$ cat src/rtl/gray_counter.sv
// Up/down Gray-code counter with load and a one-entry valid/ready output buffer.
// Optional macro GRAY_COUNTER_BIN_OUT_EN adds a registered binary copy of each word on bin_out.
module gray_counter #(
    parameter int unsigned WIDTH = 4    // legal range 2..16
) (
    input  logic             clk,
    input  logic             rst_n,
    input  logic             en,
    input  logic             up_dn,
    input  logic             load,
    input  logic [WIDTH-1:0] load_bin,
    input  logic             out_ready,
    output logic [WIDTH-1:0] gray_out,
    output logic             out_valid,
    output logic             wrap,
    output logic             tc,
    output logic             busy
`ifdef GRAY_COUNTER_BIN_OUT_EN
    ,
    output logic [WIDTH-1:0] bin_out
`endif
);

    localparam logic [WIDTH-1:0] ALL_ONES = '1;
    localparam logic [WIDTH-1:0] ALL_ZERO = '0;

    typedef enum logic {
        EMPTY = 1'b0,
        FULL  = 1'b1
    } buf_state_t;

    function automatic logic [WIDTH-1:0] to_gray(input logic [WIDTH-1:0] b);
        return b ^ (b >> 1);
    endfunction

    buf_state_t       state_q, state_d;
    logic [WIDTH-1:0] count_q, count_d;
    logic [WIDTH-1:0] gray_q, gray_d;
    logic             wrap_q, wrap_d;

    logic             slot_free;
    logic             at_max, at_min;
    logic [WIDTH-1:0] step_count;
    logic             step_wraps;

    // Step arithmetic and terminal-count detection from the current binary count
    always_comb begin
        at_max     = (count_q == ALL_ONES);
        at_min     = (count_q == ALL_ZERO);
        step_count = up_dn ? (count_q + WIDTH'(1)) : (count_q - WIDTH'(1));
        step_wraps = up_dn ? at_max : at_min;
    end

    assign slot_free = (state_q == EMPTY) || out_ready;

    // Buffer state register plus datapath registers
    always_ff @(posedge clk or negedge rst_n) begin
        if (!rst_n) begin
            state_q <= EMPTY;
            count_q <= '0;
            gray_q  <= '0;
            wrap_q  <= 1'b0;
        end else begin
            state_q <= state_d;
            count_q <= count_d;
            gray_q  <= gray_d;
            wrap_q  <= wrap_d;
        end
    end

    // Next state: load beats en; a stalled slot drops both requests
    always_comb begin
        state_d = state_q;
        count_d = count_q;
        gray_d  = gray_q;
        wrap_d  = wrap_q;
        if (slot_free) begin
            if (load) begin
                state_d = FULL;
                count_d = load_bin;
                gray_d  = to_gray(load_bin);
                wrap_d  = 1'b0;
            end else if (en) begin
                state_d = FULL;
                count_d = step_count;
                gray_d  = to_gray(step_count);
                wrap_d  = step_wraps;
            end else begin
                // Slot free with no request: either already empty or the word was just taken
                state_d = EMPTY;
            end
        end
    end

    assign gray_out  = gray_q;
    assign out_valid = (state_q == FULL);
    assign wrap      = wrap_q;
    assign tc        = step_wraps;
    assign busy      = (state_q == FULL) && !out_ready;

`ifdef GRAY_COUNTER_BIN_OUT_EN
    logic [WIDTH-1:0] bin_q;

    // Binary copy tracks the count, so it holds whenever the count holds
    always_ff @(posedge clk or negedge rst_n) begin
        if (!rst_n) begin
            bin_q <= '0;
        end else begin
            bin_q <= count_d;
        end
    end

    assign bin_out = bin_q;
`endif

endmodule

$ cat config.mk
export PLATFORM = sky130hd
export DESIGN_NAME = gray_counter
export DESIGN_NICKNAME = d
export VERILOG_FILES = /design/src/rtl/gray_counter.sv
export SDC_FILE = /design/constraint.sdc
export NUM_CORES = 1
export LEC_CHECK = 0
export CORE_UTILIZATION = 40
export DETAILED_ROUTE_END_ITERATION = 10
export GPL_TIMING_DRIVEN = 0
export PLACE_DENSITY = 0.72
export SLEW_MARGIN = 20
export SYNTH_ARGS = -nofsm -noshare
export SYNTH_HDL_FRONTEND = slang
export SYNTH_SLANG_ARGS = --single-unit
$ cat constraint.sdc
create_clock -name clk -period 1.75 [get_ports clk]
set_input_delay 0.4375 -clock clk [delete_from_list [all_inputs] [get_ports clk]]
set_output_delay 0.4375 -clock clk [all_outputs]
set_load 0.05 [all_outputs]
==> out/results.ini, run 1 <==
[status]
outcome=finished with violations
violations=setup timing

[critical_path]
arrival_ns=1.52
path_max_fanout=2
crit_path_start_kind=flip-flop
end_kind=output port
critPathKind=reg2out
crit_required_ns=1.31

[sta]
slew_headroom_pct=67.1
max_slew.worst_pin.slew_ns=0.495
fin_setup_tns_ns=-0.299
min_period_ns=1.96
fin_worst_skew_ns=0.00949
fmax_mhz=511
setup_viol=2
fin_crit_sh_pct=112
finalHoldViolations=0
layout_setup_ws_ns=-0.206
rsz0062_at_grt=true
maxSlewViolCount=0

[clock_network]
worstSkewPairLatency_ns=0.27
tritoncts=done
clockRootBuffer=clkbuf_4
clk_pin_slew_ns=0.06
cts_sinks=9
cts_buffers=3
ctsHtreeMaxLevel=1
ctsLongestPathBuffers=2

[place]
placed_area_um2=861
dpl.hpwl_mm=1.03
port-buffer-count=16
preCtsSetupSlack_ns=-1.01
routabilityCongestion=0.737

[global_route]
grt_util_met2_pct=28.8
grt_max_degree=11
grtUsageTotal_pct=18.4
overflow=0
top_usage_layer=met2
use_met1_pct=23.6
antenna_found_initial=0
grt_pass1_wl_mm=2.49
grt_use_met3_pct=2.98
grt_pass1_vias=547

[die]
die_y_um=42.7
io_pins=18
rows=14
die-width_um=42.7
dieArea_um2=1820
initial_utilization_pct=43.4
core-area_um2=1520

[power_and_ir_drop]
comb_power_share_pct=61.7
switching_power_mw=0.510
switching_share_pct=42.0
p_clk_share_pct=13.6
total_leakage_power_nw=0.420
vdd_drop_max_v=0.000660
p_int_mw=0.705
seq_power_share_pct=24.7
cellPowerDensity_nw_per_um2=1260

[synthesis]
ys_seq_area_share_pct=34.0
synth_top_area_share_pct=34.0
synth_cells=67
syn-num-nets=80
synth.yosys.warnings=0
syn_area_per_cell_um2=9.88
syn_area_um2=662
synth_area_leaders=dfrtp_1, o21ai_0, xnor2_1, xnor2_2, nand2_1
ys_ff_latch=9
ys_types=31
yosysTopAreaCell=dfrtp_1

[routing]
dr.pass1.iters=4
vias=561
wl_mm=1.40
ant_nets=0
via_per_inst=5.15
wl_per_cell_um=12.9
drc=0
drtIter0Drc=2

[final_layout]
num-fill-cells=145
drive_gt1_share_pct=36.6
nNetsFinal=107
design_area_um2=965
syn2layout_area_growth_pct=45.7
fin_util_pct=63.3
antenna_cells=0

[hold_path]
min-delay-path-class=in2reg

[job]
cap_viol_max_count=0

-- path summary, 6_finish.rpt --
check,start,endpoint,slack [ns],cells after the start
worst max-delay path,count_q[1],tc,-0.21,3
worst min-delay path,load,out_valid,0.46,2
worst max register to register,count_q[0],gray_out[2],-0.09,6
worst min register to register,gray_out[1],gray_out[1],0.48,2
max in group asynchronous,rst_n,count_q[3],0.95,1
min in group asynchronous,rst_n,gray_out[0],0.47,1
-- cells in the final DEF, fill, tap and decap left out, types with 3 or more instances in the layout --
cell type	instances
clkbuf_4	3
nor2_1	3
clkdlybuf4s50_1	6
dlygate4sd2_1	6
xnor2_1	4
o21ai_0	6
buf_4	7
dfrtp_1	7
nand2_1	7
nand3_1	3
a21oi_1	3
-- logic make-up (layout without fill, tap and decap cells) --
logic type / count (synthesis) / in the layout / share of synthesized area [%]
muxes: 1 / 1 / 1.51
DFF: 9 / 9 / 34.0
xor gates and xnor gates: 8 / 8 / 14.9
and+or+nand+nor: 22 / 22 / 18.5
adders and majority gates: 3 / 3 / 6.80
AOI/OAI and AO/OA: 18 / 18 / 18.0
buffers and inverters: 6 / 32 / 6.24
-- layout make-up --
cell class                      instances  area [um2]  share of cell area, %
Inverter                                2        11.3                   1.17
Sequential cell                         9         228                   23.6
Clock buffer                            4        26.3                   2.72
Tap cell                               16        20.0                   2.08
Buffer                                  4        33.8                   3.50
Timing Repair Buffer                   22         204                   21.1
Multi-Input combinational cell         52         442                   45.8
-- sequential cells by signal, summed over array words and instances, names as in the netlist --
register   cells
out_valid      1
gray_out       3
wrap           1
count_q        4
-- cell usage after synthesis (all sizes together) --
| library cell | instances |
|---|---|
| a21boi | 1 |
| a21oi | 4 |
| a22o | 1 |
| a32oi | 1 |
| and2 | 1 |
| and3 | 2 |
| buf | 3 |
| clkbuf | 1 |
| dfrtp | 9 |
| fa | 1 |
| ha | 2 |
| inv | 2 |
| mux2i | 1 |
| nand2 | 7 |
| nand3 | 3 |
| nand3b | 1 |
| nor2 | 3 |
| nor4b | 2 |
| o21ai | 10 |
| o31ai | 1 |
| or2b | 1 |
| or3 | 1 |
| or4 | 1 |
| xnor2 | 6 |
| xnor3 | 1 |
| xor2 | 1 |
-- power by group through the flow --
stage / Combinational (mW) / Sequential (mW) / Clock, mW
after floorplan: 0.376 / 0.418 / 0
after global placement: 0.626 / 0.325 / 0
after detailed placement: 0.635 / 0.328 / 0
after CTS: 0.734 / 0.300 / 0.167
after global routing: 0.807 / 0.306 / 0.178
final: 0.749 / 0.300 / 0.165
-- critical path, stage by stage (launching register included) --
cell and delay [ns]:
dfrtp_1 0.38, or4_4 0.55, o21ai_4 0.16, buf_6 0.18
-- metal layers --
layer | wire, um | vias up
li1 | - | 289
met1 | 664 | 256
met2 | 677 | 12
met3 | 30 | 4
met4 | 27 | 0
met5 | 0 | -
-- stage by stage --
step	hold WS (ns)	total power, mW	cells
3_5_place_dp	0.470	0.963	99
5_1_grt	0.474	1.29	109
6_report	0.461	1.22	109
2_1_floorplan	0.142	0.794	67
4_1_cts	0.449	1.20	109
3_3_place_gp	0.463	0.950	99
-- repair_timing --
| action | in CTS | in global routing |
|---|---|---|
| hold buffers | 0 | 0 |
| setup buffers | 6 | 0 |
| pin swaps | 4 | 1 |
| gates resized for setup | 31 | 6 |
| endpoints found under the setup margin | 14 | 5 |
(Power assumes the default switching activity.)
==> run 2, diff against run 1 <==
HOLD_SLACK_MARGIN = 0.03   (was default)
PLACE_DENSITY = 0.71   (was 0.72)
==> run 2 against run 1 <==
The flow still finishes with violations (setup timing). Cell area is 0.26% lower. Final cell count stayed put. Via count is 4.1% higher. Wire length is 2.2% higher. Maximum frequency is 1.1% lower. Critical endpoint unchanged.
==> out/results.ini, run 2 (same netlist as run 1, synthesis figures left out) <==
[clock_network]
cts_sinks=9  ; unchanged
clockRootBuffer=clkbuf_4
tritoncts=done
ctsLongestPathBuffers=2  ; unchanged
cts_buffers=3  ; unchanged
worstSkewPairLatency_ns=0.27  ; about the same
clk_pin_slew_ns=0.07  ; about the same
ctsHtreeMaxLevel=1  ; unchanged

[power_and_ir_drop]
cellPowerDensity_nw_per_um2=1260  ; +0.31%
vdd_drop_max_v=0.000657  ; -0.45%
total_leakage_power_nw=0.419  ; -0.24%
power_mw=1.22  ; about the same

[die]
core-area_um2=1520  ; unchanged
rows=14  ; unchanged
die_y_um=42.7  ; unchanged
die-width_um=42.7  ; unchanged
dieArea_um2=1820  ; unchanged
initial_utilization_pct=43.4  ; unchanged
io_pins=18  ; unchanged

[sta]
maxSlewViolCount=0  ; unchanged
layout_setup_ws_ns=-0.228  ; -0.0227 ns
slew_headroom_pct=67.7  ; +0.61 points
min_period_ns=1.98  ; +0.0227 ns
fin_setup_tns_ns=-0.296  ; +0.00246 ns
setup_viol=2  ; unchanged
fmax_mhz=505  ; -1.1%
finalHoldViolations=0  ; unchanged
rsz0062_at_grt=true
fin_crit_sh_pct=113  ; +1.3 points
max_slew.worst_pin.slew_ns=0.486  ; -0.00919 ns
fin_worst_skew_ns=0.00377  ; -0.00572 ns

[critical_path]
startpoint=count_q[1]
crit_required_ns=1.31  ; about the same
arrival_ns=1.54  ; +0.02 ns
path_max_fanout=2  ; unchanged
crit_path_start_kind=flip-flop
r2r-start=count_q[1]
critPathKind=reg2out
critPathSlowestCell=or4_4
end_kind=output port
max_stage_delay_ns=0.55  ; about the same
path_cells=or4_4 > o21ai_4 > buf_6

[routing]
drtIter0Drc=14  ; +12
vias=584  ; +4.1%
wl_per_cell_um=13.1  ; +2.2%
via_per_inst=5.36  ; +4.1%
drc=0  ; unchanged
dr.pass1.iters=4  ; unchanged
ant_nets=0  ; unchanged
wl_mm=1.43  ; +2.2%

[final_layout]
syn2layout_area_growth_pct=45.4
largest_reg_flops=4  ; unchanged
fin_util_pct=63.1  ; -0.16 points
drive_gt1_share_pct=34.4  ; -2.2 points
antenna_cells=0  ; unchanged
instances_no_fill=109  ; unchanged
regMostFlops=count_q
nNetsFinal=107  ; unchanged
final_cell_mix=buf_4, nand2_1, dfrtp_1, dlygate4sd2_1, clkdlybuf4s50_1

[hold_path]
min-delay-path-class=in2reg
hold_start=load

[global_route]
overflow=0  ; unchanged
grt_pass1_vias=596  ; +9.0%
antenna_found_initial=0  ; unchanged
grt_pass1_wl_mm=2.48  ; -0.24%
grtUsageTotal_pct=18.5  ; +0.066 points
grt_max_degree=11  ; unchanged

[place]
routabilityCongestion=0.697  ; -5.3%
dpl.hpwl_mm=1.01  ; -1.2%
place_inst=99  ; unchanged
port-buffer-count=16  ; unchanged

[status]
outcome=finished with violations
violations=setup timing

[job]
cap_viol_max_count=0  ; unchanged

## run 2: cell count changes in the layout (fill, tap and decap cells not counted), sizes merged
cell	previous run	this run
clkbuf	6	5
dlygate4sd2	6	7
## run 2: final timing paths
path | end | slack (ns) | cells after the start
setup / recovery | tc | -0.23 | 3
max in group asynchronous | count_q[0] | 0.96 | 1
setup reg to reg | gray_out[2] | -0.07 | 6
hold / removal | out_valid | 0.46 | 2
min in group asynchronous | count_q[1] | 0.47 | 1
hold reg to reg | gray_out[0] | 0.48 | 2
## run 2: layout make-up
cell class	count	area, um2
tap	16	20.0
multi-input combinational	52	435
timing repair buffer	22	208
inverter	2	11.3
clock buffer	4	26.3
buffer	4	33.8
fill	149	562
sequential	9	228
## run 2: routing by layer
metal,vias to the layer above,track usage (%),share of wire [%]
li1,286,-,-
met1,281,21.4,43
met2,13,31.8,53
met3,4,1.70,2.4
met4,0,12.5,1.6
met5,-,0,0
## run 2: through the flow
stage | area (um2) | hold slack [ns] | setup WS, ns
after floorplan | 681 | 0.142 | -0.0174
after global placement | 861 | 0.464 | -0.996
after detailed placement | 861 | 0.472 | -1.01
after CTS | 958 | 0.457 | -0.213
after global routing | 962 | 0.466 | -0.243
final | 962 | 0.457 | -0.228
## run 2: power breakdown
| part | leakage [nW] | internal [mW] | switching, mW | total [mW] |
|---|---|---|---|---|
| clock network | 0.0150 | 0.0882 | 0.0805 | 0.169 |
| registers | 0.106 | 0.262 | 0.0374 | 0.300 |
| logic | 0.297 | 0.351 | 0.396 | 0.748 |
## run 2: timing repair
item | in CTS | in global routing
buffers inserted | 6 | 0
resized for setup | 32 | 3
hold buffers | 0 | 0
setup endpoints to repair | 14 | 4
pin swaps | 4 | 2
## run 2: worst max-delay path, delay by kind of cell, from the launching register on
kind / cells / cell delay [ns]
AOI/OAI and AO/OA: 1 / 0.16
DFF: 1 / 0.38
buffers and inverters: 1 / 0.18
and+or+nand+nor: 1 / 0.55
